File: config.mk
export PLATFORM = sky130hd
export DESIGN_NAME = uart_tx_arbiter
export DESIGN_NICKNAME = d
export VERILOG_FILES = /design/src/rtl/uart_pkg.sv /design/src/rtl/rr_pick.sv /design/src/rtl/uart_tx_arbiter.sv
export SDC_FILE = /design/constraint.sdc
export NUM_CORES = 1
export LEC_CHECK = 0
export BUFFER_PORTS_ARGS = -buffer_cell sky130_fd_sc_hd__buf_2
export CORE_MARGIN = 10
export CORE_UTILIZATION = 45
export DETAILED_ROUTE_END_ITERATION = 7
export GPL_TIMING_DRIVEN = 0
export PLACE_DENSITY_LB_ADDON = 0.12
export SYNTH_ARGS = -nofsm -noshare
export SYNTH_HDL_FRONTEND = slang
export SYNTH_SLANG_ARGS = --single-unit
File: constraint.sdc
create_clock -name clk -period 4.9 [get_ports clk]
set_clock_uncertainty 0.05 [all_clocks]
set_input_delay 0.735 -clock clk [delete_from_list [all_inputs] [get_ports clk]]
set_output_delay 0.735 -clock clk [all_outputs]
set_load 0.05 [all_outputs]
File: src/rtl/uart_pkg.sv
// Shared definitions for the UART transmit arbiter: FSM encoding, default
// sizes and a ceiling-log2 helper usable in parameter expressions.
package uart_pkg;

    localparam int UART_DATA_W       = 8;
    localparam int UART_BUSY_TIMEOUT = 16;

    typedef enum logic [1:0] {
        ST_IDLE      = 2'd0,
        ST_LAUNCH    = 2'd1,
        ST_WAIT_BUSY = 2'd2,
        ST_WAIT_IDLE = 2'd3
    } state_t;

    // Ceiling log2, never below 1 so single-bit indices stay legal.
    function automatic int uart_clog2(input int value);
        int r;
        int v;
        r = 0;
        v = value - 1;
        while (v > 0) begin
            r = r + 1;
            v = v >> 1;
        end
        if (r < 1) begin
            r = 1;
        end
        return r;
    endfunction

endpackage

File: src/rtl/rr_pick.sv
// Combinational round-robin picker: scans req starting at rr_ptr, wrapping
// modulo NUM_REQ, and reports the first set bit as one-hot and as an index.
module rr_pick
    import uart_pkg::*;
#(
    parameter int NUM_REQ = 4,
    parameter int IDX_W   = uart_clog2(NUM_REQ)
) (
    input  logic [NUM_REQ-1:0] req,
    input  logic [IDX_W-1:0]   rr_ptr,
    output logic [NUM_REQ-1:0] grant,
    output logic [IDX_W-1:0]   idx,
    output logic               any
);

    // First requester at or after rr_ptr wins; unused index codes never appear.
    always_comb begin
        int cand;
        logic [IDX_W-1:0] cand_idx;
        grant    = '0;
        idx      = '0;
        any      = 1'b0;
        cand     = 0;
        cand_idx = '0;
        for (int i = 0; i < NUM_REQ; i++) begin
            cand = int'(rr_ptr) + i;
            if (cand >= NUM_REQ) begin
                cand = cand - NUM_REQ;
            end
            cand_idx = IDX_W'(cand);
            if (!any && req[cand_idx]) begin
                any             = 1'b1;
                idx             = cand_idx;
                grant[cand_idx] = 1'b1;
            end
        end
    end

endmodule

File: src/rtl/uart_tx_arbiter.sv
// Round-robin scheduler sharing one UART serializer among NUM_REQ byte
// sources. Launches a byte with a one-cycle start pulse, waits for the
// serializer to go busy (with timeout) and then idle, and supports per-source
// locking so multi-byte messages are not interleaved.
//
// Handshake: a requester holds req/req_data stable until it sees its ack
// pulse; ack coincides with tx_start. On the cycle after ack it either drops
// req or presents its next byte.
module uart_tx_arbiter
    import uart_pkg::*;
#(
    parameter int NUM_REQ      = 4,
    parameter int DATA_W       = UART_DATA_W,
    parameter int BUSY_TIMEOUT = UART_BUSY_TIMEOUT,
    localparam int IDX_W       = uart_clog2(NUM_REQ)
) (
    input  logic                      clk,
    input  logic                      reset,
    input  logic [NUM_REQ-1:0]        req,
    input  logic [NUM_REQ-1:0]        req_lock,
    input  logic [NUM_REQ*DATA_W-1:0] req_data,
    output logic [NUM_REQ-1:0]        ack,
    output logic [DATA_W-1:0]         tx_data,
    output logic                      tx_start,
    input  logic                      tx_busy,
    output logic [IDX_W-1:0]          grant_id,
    output logic                      active,
    output logic                      err,
    output state_t                    fsm_state
);

    localparam int CNT_W = uart_clog2(BUSY_TIMEOUT) + 1;

    state_t             state;
    logic [IDX_W-1:0]   rr_ptr;
    logic [CNT_W-1:0]   cnt;
    logic [NUM_REQ-1:0] pick_grant;
    logic [IDX_W-1:0]   pick_idx;
    logic               pick_any;
    logic [DATA_W-1:0]  pick_data;
    logic [DATA_W-1:0]  held_data;
    logic [IDX_W-1:0]   ptr_next;
    logic               frame_done;
    logic               relock;
    logic               take_new;

    rr_pick #(
        .NUM_REQ (NUM_REQ),
        .IDX_W   (IDX_W)
    ) u_pick (
        .req    (req),
        .rr_ptr (rr_ptr),
        .grant  (pick_grant),
        .idx    (pick_idx),
        .any    (pick_any)
    );

    // Byte muxes for the new winner and for the currently granted source.
    always_comb begin
        pick_data = '0;
        held_data = '0;
        for (int i = 0; i < NUM_REQ; i++) begin
            if (pick_idx == IDX_W'(i)) begin
                pick_data = req_data[i*DATA_W +: DATA_W];
            end
            if (grant_id == IDX_W'(i)) begin
                held_data = req_data[i*DATA_W +: DATA_W];
            end
        end
    end

    // A frame ends when busy is seen low in WAIT_IDLE; a locked source keeps
    // the transmitter, otherwise arbitration happens on that same edge so the
    // next launch has the same one-cycle latency either way.
    assign ptr_next   = (pick_idx == IDX_W'(NUM_REQ - 1)) ? '0 : pick_idx + 1'b1;
    assign frame_done = (state == ST_WAIT_IDLE) && !tx_busy;
    assign relock     = frame_done && req_lock[grant_id] && req[grant_id];
    assign take_new   = pick_any && !relock && ((state == ST_IDLE) || frame_done);

    assign active    = (state != ST_IDLE);
    assign fsm_state = state;

    // Single-process FSM with registered launch pulses and busy timeout.
    always_ff @(posedge clk) begin
        if (reset) begin
            state    <= ST_IDLE;
            rr_ptr   <= '0;
            grant_id <= '0;
            tx_data  <= '0;
            tx_start <= 1'b0;
            ack      <= '0;
            err      <= 1'b0;
            cnt      <= '0;
        end else begin
            tx_start <= 1'b0;
            ack      <= '0;
            if (take_new) begin
                grant_id <= pick_idx;
                tx_data  <= pick_data;
                rr_ptr   <= ptr_next;
                tx_start <= 1'b1;
                ack      <= pick_grant;
            end else if (relock) begin
                tx_data  <= held_data;
                tx_start <= 1'b1;
                ack      <= NUM_REQ'(1) << grant_id;
            end
            case (state)
                ST_IDLE: begin
                    if (take_new) begin
                        state <= ST_LAUNCH;
                    end
                end
                ST_LAUNCH: begin
                    cnt   <= '0;
                    state <= ST_WAIT_BUSY;
                end
                ST_WAIT_BUSY: begin
                    if (tx_busy) begin
                        state <= ST_WAIT_IDLE;
                    end else begin
                        cnt <= cnt + 1'b1;
                        // Counter reaches BUSY_TIMEOUT-1 on this edge.
                        if (cnt == CNT_W'(BUSY_TIMEOUT - 2)) begin
                            err   <= 1'b1;
                            state <= ST_IDLE;
                        end
                    end
                end
                ST_WAIT_IDLE: begin
                    if (!tx_busy) begin
                        state <= (relock || take_new) ? ST_LAUNCH : ST_IDLE;
                    end
                end
                default: state <= ST_IDLE;
            endcase
        end
    end

endmodule

==> flow_metrics.tcl <==
set metrics [dict create \
    routed_via_density 5.93 \
    worstSetupEndpointType "flip-flop" \
    status "finished clean" \
    cts-root-buf "clkbuf_8" \
    post_cts_buffers 0 \
    cellInternalPower_uw 702 \
    synthXorXnorAreaFrac_pct 0 \
    fin_setup_tns_ns 0 \
    ys.flop_type "dfxtp_1" \
    rsz0062_at_grt "no" \
    min-delay-start "err" \
    synth-compound-area-share_pct 30.9 \
    ys_warn_count 0 \
    start_util_pct 47.6 \
    worstPathRequired_ns 5.03 \
    start_kind "flip-flop" \
    cp.arrival_ns 4.35 \
    drtPass1Iterations 4 \
    grt_pass1_vias 2096 \
    slowest_delay_ns 0.62 \
    timing.final.hold_violations 0 \
    crit_type "flip-flop to flip-flop" \
    grtUsageTotal_pct 15.3 \
    synthMuxAreaShare_pct 13.4 \
    synthesis.area_sq_mm 0.00212 \
    drc 0 \
    fin_crit_sh_pct 86.0 \
    drt-wirelength-per-cell_um 16.7 \
    clk_latency_ns 0.27 \
    power_frac_clock_pct 8.7 \
    maxSlewHeadroom_pct 58.8 \
    cts_hold_buf 0 \
    path_cells "clkbuf_1 -> inv_1 -> ha_1 -> mux4_2 -> and2b_4 -> o21ai_2 -> o21ai_2 -> buf_6 -> inv_1 -> ha_1 -> clkbuf_1 -> nor2_1 -> nand2_1 -> or4_1 -> a311oi_1" \
    synth-seq-area-share_pct 23.7 \
    drv_cap 0 \
    clock_sinks 25 \
    cts_buffer_depth 2 \
    critPathSlowestCell "mux4_2" \
    synth_top_family_by_area "compound AO/OA/AOI/OAI gates" \
    hp-class "flip-flop to flip-flop" \
    syn-num-nets 309 \
    syn_inst 253 \
    drv_slew 0 \
    peakVddDrop_v 0.000247 \
    clk_pin_slew_ns 0.09 \
    antenna_left 0 \
    die_height_um 88.6 \
    htreeDepth 1 \
    antenna_found_initial 0 \
    finalSetupViolCount 0 \
    combPwrFrac_pct 71.3 \
    ctsResizeCount 0 \
    dieArea_sq_mm 0.00784 \
    p_leak_uw 0.00110 \
    numCtsBuffers 3 \
    p_sw_share_pct 51.5 \
    overflow 0 \
    cts_tree "done" \
    synthAdderAreaFrac_pct 7.69 \
    io_pins 62 \
    power_density_mw_per_mm2 571 \
    core_area_sq_mm 0.00444 \
    ys_types 48 \
    synthSimpleGateAreaFrac_pct 16.5 \
    grt_pass1_wl_um 9850 \
    die_x_um 88.6 \
    diodes 0 \
    grt_max_degree 15 \
    pre_cts_ws_ns 0.709 \
    p_sw_uw 745 \
    rows 24 \
    cp-startpoint "rr_ptr[1]" \
    place.gp.congestion 0.853 \
    drive_gt1_share_pct 27.7 \
    vias 2194 \
    cp_max_fo 11 \
    async_reset_ff_share_pct 0 \
    place_hpwl_um 4810 \
    max_freq_ghz 0.237 \
    min_period_ns 4.22 \
    wl_um 6190 \
    syn2layout_area_growth_pct 19.7 \
    sequentialPowerShare_pct 20.1 \
    nets 375 \
    synth_edf_count 0 \
    fin_ws_ns 0.684 \
    synth-seq-cells 25 \
    reg2reg_from "rr_ptr[1]" \
    worst_slew_pin_slew_ns 0.618 \
    syn_avg_cell_area_sq_um 8.36 \
    drt_iter0_markers 132 \
    port_buffers 61 \
]
## per-stage QoR
step	instance area [sq um]	power, uW	cells	hold slack (ns)	utilization [%]
after floorplan	2120	1100	253	0.455	-
after global placement	2490	1320	366	0.409	55.9
after detailed placement	2490	1320	366	0.426	55.9
after CTS	2530	1450	370	0.452	57.0
after global routing	2530	1570	370	0.478	57.0
final	2530	1450	370	0.441	57.0
## power groups by stage
stage	combinational [uW]	clock, uW	sequential, uW
2_1_floorplan	664	0	434
3_3_place_gp	1020	0	296
3_5_place_dp	1030	0	296
4_1_cts	1030	128	291
5_1_grt	1140	138	299
6_report	1030	126	290
## area by class of cell
class / instances / area, sq um
flip-flops and latches: 25 / 500
repair buffers: 61 / 305
inverters: 20 / 75.1
well taps: 52 / 65.1
clock inverters: 1 / 5.00
plain buffers: 17 / 92.6
clock buffers: 3 / 41.3
multi-input cells: 191 / 1450
fillers: 421 / 1910
## state kept, by name, indices dropped and copies added (netlist names), named ones only
name / count
tx_start: 1
ack: 4
rr_ptr: 1
grant_id: 2
fsm_state: 2
err: 1
cnt: 5
tx_data: 8
## Yosys cell counts, types with 2 or more instances
cell type	instances	share of area [%]
ha_1	13	7.7
a21o_1	6	2.1
buf_2	2	0.47
a22oi_1	4	1.4
buf_6	3	1.6
nand2_1	18	3.2
o22ai_1	10	3.0
o21ai_2	2	0.83
nor3_1	5	1.2
a311oi_1	2	0.83
a211oi_1	8	2.8
o21ai_0	12	2.8
clkbuf_1	11	2.0
o41ai_1	5	2.1
and2_1	3	0.89
a21oi_1	16	3.8
inv_1	20	3.5
mux4_2	10	11
dfxtp_1	25	24
nor2b_1	4	1.2
a221oi_1	5	2.1
o211ai_1	5	1.8
mux2i_1	2	0.95
a32oi_1	2	0.83
a2bb2oi_1	2	0.83
nand3_1	4	0.95
a221o_1	2	0.95
nor2_1	28	5.0
or4_1	5	1.8
## layer usage
metal | up-vias | part of all wire (%) | GRT usage, %
li1 | 1095 | - | -
met1 | 1040 | 42 | 19.2
met2 | 57 | 50 | 26.5
met3 | 2 | 7.0 | 2.94
met4 | 0 | 0.40 | 3.23
met5 | - | 0 | 0
## critical path, delay by kind of cell, from the launching register on
family	cells	cell delay (ns)
muxes	1	0.62
buffers and inverters	5	0.99
DFF	1	0.42
and+or+nand+nor	4	0.99
adders and majority gates	2	0.65
AOI/OAI and AO/OA	3	0.41
## cells by family after synthesis
group | after synthesis
compound gates | 90
fa+ha+maj | 13
buf+inv | 37
flops | 25
mux | 14
simple gates | 74
## cell usage in the layout, fill, tap and decap left out, types with 11 or more instances in the layout
cell      instances
buf_2            63
nor2_1           28
dfxtp_1          25
inv_1            20
nand2_1          18
a21oi_1          16
ha_1             13
o21ai_0          12
clkbuf_1         11
## path summary, 6_finish.rpt
kind,endpoint,slack (ns),depth (start not counted)
setup / recovery,tx_data[6],0.68,15
hold / removal,err,0.44,2
setup reg to reg,tx_data[6],0.68,15
hold reg to reg,err,0.44,2
(Power assumes the default switching activity.)
